**config.mk**
```make
export PLATFORM = sky130hd
export DESIGN_NAME = iter_shift_ctrl_flat
export DESIGN_NICKNAME = d
export VERILOG_FILES = /design/src/rtl/iter_shift_if.sv /design/src/rtl/iter_shift_ctrl.sv /design/src/flat_wrapper.sv
export SDC_FILE = /design/constraint.sdc
export NUM_CORES = 1
export LEC_CHECK = 0
export CAP_MARGIN = 0
export CELL_PAD_IN_SITES_DETAIL_PLACEMENT = 1
export CELL_PAD_IN_SITES_GLOBAL_PLACEMENT = 1
export CORE_MARGIN = 1
export CORE_UTILIZATION = 35
export CTS_CLUSTER_DIAMETER = 60
export DETAILED_ROUTE_END_ITERATION = 8
export PLACE_DENSITY_LB_ADDON = 0.1
export RECOVER_POWER = 25
export SYNTH_ARGS = -nofsm -noshare
export SYNTH_HDL_FRONTEND = slang
export SYNTH_SLANG_ARGS = --single-unit
```
**constraint.sdc**
```tcl
create_clock -name clk -period 2.7 [get_ports clk]
set_input_delay 0.675 -clock clk [delete_from_list [all_inputs] [get_ports clk]]
set_output_delay 0.675 -clock clk [all_outputs]
set_load 0.01 [all_outputs]
```
**src/rtl/iter_shift_if.sv**
```systemverilog
// iter_shift_if: request/result bundle for iter_shift_ctrl.
// The master drives the request; the slave (the shifter) returns status and the result.
interface iter_shift_if #(
    parameter int DATA_WIDTH  = 64,
    parameter int SHAMT_WIDTH = $clog2(DATA_WIDTH)
);
    logic                   start;
    logic [1:0]             op;
    logic [DATA_WIDTH-1:0]  in_data;
    logic [SHAMT_WIDTH-1:0] shamt;
    logic                   busy;
    logic                   done;
    logic [DATA_WIDTH-1:0]  out_data;

    modport master (output start, op, in_data, shamt, input busy, done, out_data);
    modport slave  (input start, op, in_data, shamt, output busy, done, out_data);
endinterface

```
**src/rtl/iter_shift_ctrl.sv**
```systemverilog
// iter_shift_ctrl: iterative LSL/LSR/ASR shifter moving two bits per cycle (one on an odd final step).
// Define ITER_SHIFT_ROR_EN to make op=11 a rotate-right; otherwise op=11 passes in_data through.
module iter_shift_ctrl #(
    parameter int DATA_WIDTH  = 64,
    parameter int SHAMT_WIDTH = $clog2(DATA_WIDTH)
) (
    input logic         clk,
    input logic         reset_n,
    iter_shift_if.slave bus
);
    typedef enum logic [1:0] {IDLE, SHIFT, DONE} state_t;
    typedef enum logic [1:0] {LSL, LSR, ASR, ROR} op_t;

    state_t                 state, state_nx;
    op_t                    op_q;
    logic [DATA_WIDTH-1:0]  work, shifted;
    logic [SHAMT_WIDTH-1:0] rem, rem_nx;
    logic [1:0]             fill;
    logic                   two, accept, pass;

    assign accept = bus.start && state != SHIFT;
    assign two    = |rem[SHAMT_WIDTH-1:1];
    assign rem_nx = two ? rem - SHAMT_WIDTH'(2) : rem - SHAMT_WIDTH'(1);
`ifdef ITER_SHIFT_ROR_EN
    assign pass = 1'b0;
    // rotate: the bits leaving the LSB side re-enter at the top
    assign fill = op_q == ASR ? {2{work[DATA_WIDTH-1]}} : op_q == ROR ? work[1:0] : 2'b00;
`else
    assign pass = bus.op == 2'b11;
    assign fill = op_q == ASR ? {2{work[DATA_WIDTH-1]}} : 2'b00;
`endif

    always_comb begin
        shifted = op_q == LSL
            ? (two ? {work[DATA_WIDTH-3:0], 2'b00} : {work[DATA_WIDTH-2:0], 1'b0})
            : (two ? {fill, work[DATA_WIDTH-1:2]} : {fill[0], work[DATA_WIDTH-1:1]});
        state_nx = state;
        if (state == SHIFT)
            state_nx = rem_nx == '0 ? DONE : SHIFT;
        else if (!bus.start)
            state_nx = IDLE;
        else
            state_nx = (pass || bus.shamt == '0) ? DONE : SHIFT;
    end

    always_ff @(posedge clk or negedge reset_n) begin
        if (!reset_n) begin
            state <= IDLE;
            op_q  <= LSL;
            rem   <= '0;
            work  <= '0;
        end else begin
            state <= state_nx;
            if (accept) begin
                work <= bus.in_data;
                rem  <= pass ? '0 : bus.shamt;
                op_q <= op_t'(bus.op);
            end else if (state == SHIFT) begin
                work <= shifted;
                rem  <= rem_nx;
            end
        end
    end

    assign bus.busy     = state == SHIFT;
    assign bus.done     = state == DONE;
    assign bus.out_data = work;
endmodule

```
**src/flat_wrapper.sv**
```systemverilog
// flat-port wrapper written by rule: the top's interface ports become plain ports
module iter_shift_ctrl_flat 
#(
    parameter int DATA_WIDTH  = 64,
    parameter int SHAMT_WIDTH = $clog2(DATA_WIDTH)
)
  (clk, reset_n, bus_start, bus_op, bus_in_data, bus_shamt, bus_busy, bus_done, bus_out_data);
  iter_shift_if #(.DATA_WIDTH(DATA_WIDTH), .SHAMT_WIDTH(SHAMT_WIDTH)) bus_i ();
  input logic clk;
  input logic reset_n;
  input wire logic [$bits(bus_i.start)-1:0] bus_start;
  input wire logic [$bits(bus_i.op)-1:0] bus_op;
  input wire logic [$bits(bus_i.in_data)-1:0] bus_in_data;
  input wire logic [$bits(bus_i.shamt)-1:0] bus_shamt;
  output wire logic [$bits(bus_i.busy)-1:0] bus_busy;
  output wire logic [$bits(bus_i.done)-1:0] bus_done;
  output wire logic [$bits(bus_i.out_data)-1:0] bus_out_data;
  assign bus_i.start = bus_start;
  assign bus_i.op = bus_op;
  assign bus_i.in_data = bus_in_data;
  assign bus_i.shamt = bus_shamt;
  assign bus_busy = bus_i.busy;
  assign bus_done = bus_i.done;
  assign bus_out_data = bus_i.out_data;
  iter_shift_ctrl #(.DATA_WIDTH(DATA_WIDTH), .SHAMT_WIDTH(SHAMT_WIDTH)) u_core (.clk(clk), .reset_n(reset_n), .bus(bus_i));
endmodule
```
==> run summary, run 1 <==
status = complete, but fails checks
failing checks = max-capacitance violations, max-slew violations
Clk pwr share = 12.3%
post-route clock skew = 8.64 ps
fin crit share = 93.6%
first-pass GRT wire length = 28100 microns
total track usage = 24.7%
crit path max fanout = 45
diode count = 0
DR vias/cell = 5.82
slew margin rel. = -36.1%
slowest CP cell = or4b_2
main combinational cell family by area after synthesis = compound AO/OA/AOI/OAI gates
Final Hold Vio Count = 0
max cap viols = 1
post-synth top area share = 38.5%
Gates resized, CTS repair = 0
clk sinks = 74
fill cell count = 1566
sw frac = 42.6%
worst endpoint required time = 2910 ps
Final #Nets = 780
Worst R2R End = u_core.bus.out_data[40]
Final WS setup = 172 ps
worst min path class = flip-flop to flip-flop
clock root cell = clkbuf_16
minimum setup slack among reg-to-reg paths = 170 ps
largest net degree at the start of global routing = 75
hold depth = 1
Rows = 42
DR pass1 iterations = 4
hpwl dp = 11600 microns
P_sw = 0.00381 W
CP top delay family = simple AND/OR/NAND/NOR gates
Slew @ Worst Pin = 2040 ps
worst reg2reg path depth = 7
Routed WL = 17100 microns
Die Y = 119 microns
ys flop type = dfrtp_1
#FFs+latches synth = 74
RSZ-0062 raised after global routing = no
Ys Warns = 0
GR Overflow Total = 0
vias = 5124
DP Area = 0.00642 sq mm
syn avg cell area = 8.21 sq um
hold wc startpoint = u_core.bus.out_data[53]
post-synth cell types = 43
Setup crit start kind = flip-flop
CTS tree = built
Cell Int Power = 0.00513 W
core area = 0.0133 sq mm
Synth Area in Compound Gates = 39.3%
fin area = 0.00667 sq mm
initial antenna violation count = 0
H-Tree Depth = 3
setup TNS = 0 ps
Comb power frac = 61.9%
Clock Tree Buf Depth = 2
Simple-Gate Fraction of Synth Area = 13.9%
critical path class = flip-flop to flip-flop
number of port buffers = 140
Synth area leader = dfrtp_1
worst-path cell chain = inv_1, ha_1, or4b_2, buf_4, nand2_1, a21oi_1, o32a_1
Seq pwr share = 25.8%
Synth Area in XOR/XNOR = 0.182%
setup violators final = 0
drt initial violations = 275
Synth Instances = 586
cell area after synthesis = 0.00481 sq mm
Setup Buffers After CTS = 0
worst-skew pair later-pin latency = 330 ps
adder-cell share of the synthesized area = 0.780%
die width = 119 microns
FFs w/ async S/R, synth = 100%
clock transition at the registers of the reported paths = 60 ps
Final ANT Viol Nets = 0
capturing element type of the critical path = flip-flop
Ports = 141
CP Data Arrival Time = 2740 ps
FF-to-FF Start = u_core.rem[1]
VDD IR max = 0.583 mV
Worst path max stage delay = 620 ps
Initial Utilization = 36.0%
Die ar. = 0.0142 sq mm
pre-CTS setup slack = 225 ps
DRC = 0
vias in the first global route = 5360
min cycle time layout = 2530 ps
CP bufs+invs = 2
Post-synth EDFFs = 0
P per Cell Area = 1340 mW/mm^2
gpl congestion = 0.809
cell leakage power = 2.58 nW
hold endpoint = u_core.bus.out_data[53]
layout cell share with drive strength beyond 1 = 6.11%
sequential area share after synthesis = 38.5%
syn_nets = 664
Synth area leaders = dfrtp_1 39%, a21oi_1 14%, o32a_1 12%
routed len/inst = 19.4 microns
max-slew violation count = 75
most frequent cells in the layout = 139 x nand2_1, 139 x clkdlybuf4s50_1, 132 x a21oi_1, 74 x dfrtp_1
maximum clock rate = 0.396 GHz
hold_buf cts = 0
Layout area overhead = 38.7%
cts bufs inserted = 9
post-synthesis mux area share = 1.95%
## state kept, by name (all words and copies together) (netlist names)
name / flops
u_core.bus.out_data: 64
u_core.op_q: 2
u_core.rem: 6
u_core.state: 2
## kinds of logic (layout without fill, tap and decap cells)
group | count (synthesis) | count (layout)
fa+ha+maj | 3 | 3
xor+xnor | 1 | 1
flops | 74 | 74
simple gates | 164 | 164
compound gates | 276 | 276
mux | 9 | 9
buf+inv | 59 | 177
## power groups by stage
stage	logic [W]	clock network, W	registers (W)
finish	0.00553	0.00110	0.00231
global route	0.00601	0.00118	0.00240
CTS	0.00557	0.00114	0.00230
detailed placement	0.00552	0	0.00231
global placement	0.00539	0	0.00229
floorplan	0.00332	0	0.00235
## how the worst max path moves through the flow
| stage | start | to | slack (ps) | depth (start not counted) |
|---|---|---|---|---|
| global route | u_core.rem[1] | u_core.bus.out_data[40] | 30 | 7 |
| CTS | u_core.rem[1] | u_core.bus.out_data[40] | 190 | 7 |
| floorplan | bus_start | u_core.bus.out_data[10] | 560 | 7 |
| finish | u_core.rem[1] | u_core.bus.out_data[40] | 170 | 7 |
| detailed placement | u_core.rem[1] | u_core.bus.out_data[20] | 220 | 7 |
| global placement | u_core.rem[1] | u_core.bus.out_data[35] | 310 | 7 |
## cell usage after synthesis (6+ instances only)
cell type and count:
nand2_1 140, nor2_1 8, o21ai_0 7, clkbuf_1 36, o21a_1 58, buf_2 10
inv_1 7, a21oi_1 132, mux2i_1 6, dfrtp_1 74, o32a_1 58
## layer usage
metal  GRT usage [%]  share of wire, %
met1            31.7                46
met2            42.3                49
met3            4.65               4.3
met4            6.57               1.2
met5               0                 0
## layout make-up
| type | instances | area [sq um] | area share, % |
|---|---|---|---|
| Sequential cell | 74 | 1850 | 27.8 |
| Timing Repair Buffer | 157 | 1570 | 23.6 |
| Inverter | 7 | 26.3 | 0.394 |
| Multi-Input combinational cell | 453 | 2740 | 41.0 |
| Clock buffer | 13 | 260 | 3.90 |
| Tap cell | 176 | 220 | 3.30 |
## through the flow
step           power [W]  cells  util [%]  hold WS [ps]
2_1_floorplan    0.00567    586         -           379
3_3_place_gp     0.00768    867      48.1           539
3_5_place_dp     0.00782    867      48.1           541
4_1_cts          0.00901    880      50.1           383
5_1_grt          0.00959    880      50.0           579
6_report         0.00894    880      50.0           553
(Power assumes the default switching activity.)
==> run 2: changes to the inputs <==
- PLACE_DENSITY: not set -> 0.82
- PLACE_DENSITY_LB_ADDON: 0.1 -> not set
==> run 2 against run 1 <==
The flow now finishes without violations. Power grew 1.7%. Sequential power hardly changed. Design area is 0.54% higher. Clock-buffer cell count is the same. Fmax grew 0.55%. Cell count is 0.34% higher. Worst setup slack better by 14 ps. Critical path type unchanged. Combinational power barely moved. Clock skew down 3.8 ps. Global-route usage increased by 0.054 points. Clock power is 14% higher.
==> run summary, run 2 (synthesized netlist as in run 1, its figures left out) <==
status = finished clean
vias = 5211 (+1.7%)
max-slew violation count = 0 (-100%)
critical path class = flip-flop to flip-flop
max cap viols = 0 (-1)
GR Overflow Total = 0 (unchanged)
cts bufs inserted = 9 (unchanged)
H-Tree Depth = 3 (unchanged)
setup violators final = 0 (unchanged)
routed len/inst = 19.7 microns (+1.2%)
cell leakage power = 2.59 nW (+0.58%)
first-pass GRT wire length = 28200 microns (+0.54%)
non-filler instance count after layout = 883 (+0.34%)
maximum clock rate = 0.398 GHz (+0.55%)
Gates resized, CTS repair = 0 (unchanged)
minimum setup slack among reg-to-reg paths = 190 ps (about the same)
CTS tree = built
total track usage = 24.8% (+0.054 points)
diode count = 0 (unchanged)
worst min path class = primary input to asynchronous set/reset pin
DRC = 0 (unchanged)
core area = 0.0133 sq mm (unchanged)
vias in the first global route = 5461 (+1.9%)
Die Y = 119 microns (unchanged)
setup TNS = 0 ps (unchanged)
gpl congestion = 0.899 (+11%)
fin crit share = 93.1% (-0.51 points)
Final #Nets = 781 (+0.13%)
crit path max fanout = 37 (-18%)
CP Data Arrival Time = 2730 ps (about the same)
Setup Buffers After CTS = 0 (unchanged)
largest net degree at the start of global routing = 60 (-20%)
FF-to-FF Start = u_core.rem[1]
VDD IR max = 0.493 mV (-15%)
Slew @ Worst Pin = 1080 ps (-961 ps)
Setup crit start kind = flip-flop
Die ar. = 0.0142 sq mm (unchanged)
layout cell share with drive strength beyond 1 = 6.51% (+0.40 points)
Routed WL = 17400 microns (+1.5%)
worst-path cell chain = inv_1, ha_1, or4b_2, buf_4, nand2_1, a21oi_1, o32a_1
min cycle time layout = 2510 ps (-13.8 ps)
worst-skew pair later-pin latency = 340 ps (about the same)
Final ANT Viol Nets = 0 (unchanged)
Setup crit start = u_core.rem[1]
dpl cells = 868 (+0.12%)
Initial Utilization = 36.0% (unchanged)
Layout area overhead = 39.4%
Worst path max stage delay = 620 ps (about the same)
slew margin rel. = 28.0% (+64 points)
most frequent cells in the layout = 139 x nand2_1, 139 x clkdlybuf4s50_1, 132 x a21oi_1, 74 x dfrtp_1
clock transition at the registers of the reported paths = 60 ps (about the same)
Clock Tree Buf Depth = 2 (unchanged)
Rows = 42 (unchanged)
Final WS setup = 185 ps (+13.8 ps)
die width = 119 microns (unchanged)
hold_buf cts = 0 (unchanged)
initial antenna violation count = 0 (unchanged)
capturing element type of the critical path = flip-flop
DR vias/cell = 5.90 (+1.4%)
DR pass1 iterations = 4 (unchanged)
drt initial violations = 342 (+24%)
DP Area = 0.00641 sq mm (-0.27%)
hpwl dp = 11800 microns (+2.3%)
RSZ-0062 raised after global routing = no
fill cell count = 1587 (+1.3%)
fin area = 0.00671 sq mm (+0.54%)
clk sinks = 74 (unchanged)
post-route clock skew = 4.82 ps (-3.82 ps)
clock root cell = clkbuf_16
Layout Utilization = 50.2% (+0.27 points)
Ports = 141 (unchanged)
number of port buffers = 140 (unchanged)
worst endpoint required time = 2920 ps (about the same)
pre-CTS setup slack = 249 ps (+24.5 ps)
P per Cell Area = 1360 mW/mm^2 (+1.2%)
Final Hold Vio Count = 0 (unchanged)
max reg flops = 64 (unchanged)
slowest CP cell = or4b_2
run 2: cell types whose count changed in the layout (fill, tap and decap cells not counted):
cell	delta
buf_4	+2
buf_12	-1
bufinv_16	+1
clkbuf_4	-1
clkbuf_8	+1
clkinv_2	+1
run 2: power by group:
| group | switching, W | leakage, nW | internal [W] |
|---|---|---|---|
| clock | 0.000465 | 0.152 | 0.000785 |
| combinational | 0.00276 | 1.51 | 0.00277 |
| sequential | 0.000634 | 0.926 | 0.00168 |
run 2: through the flow:
step                      hold WS, ps  power [W]
after global placement            530    0.00759
after detailed placement          542    0.00779
after global routing              580    0.00969
after floorplan                   379    0.00567
after CTS                         344    0.00911
final                             521    0.00910
run 2: routing by layer:
| metal | up-vias | wire [microns] | GRT usage [%] |
|---|---|---|---|
| met5 | - | 0 | 0 |
| met4 | 0 | 180 | 6.25 |
| met3 | 13 | 1170 | 4.41 |
| met2 | 183 | 8150 | 40.2 |
| met1 | 2606 | 7870 | 33.9 |
| li1 | 2409 | - | - |
run 2: path summary, 6_finish.rpt:
check                                     endpoint  cells past startpoint
max                        u_core.bus.out_data[26]                      7
min                        u_core.bus.out_data[15]                      1
max reg2reg                u_core.bus.out_data[26]                      7
min reg2reg                u_core.bus.out_data[12]                      1
max in group asynchronous  u_core.bus.out_data[22]                      2
min in group clk           u_core.bus.out_data[12]                      1
run 2: final cells by class:
class                      instances  area (sq um)  area share (%)
clock inverter                     2          35.0           0.522
inverter                           7          26.3           0.392
multi-input combinational        453          2740            40.8
sequential                        74          1850            27.6
tap                              176           220            3.28
timing repair buffer             158          1570            23.3
clock buffer                      13           270            4.03
run 2: worst max-delay path: cells and delay by family, from the launching register on:
family,cells,cell delay (ps)
simple gates,2,770
buf+inv,2,460
fa+ha+maj,1,270
flops,1,410
compound gates,2,470
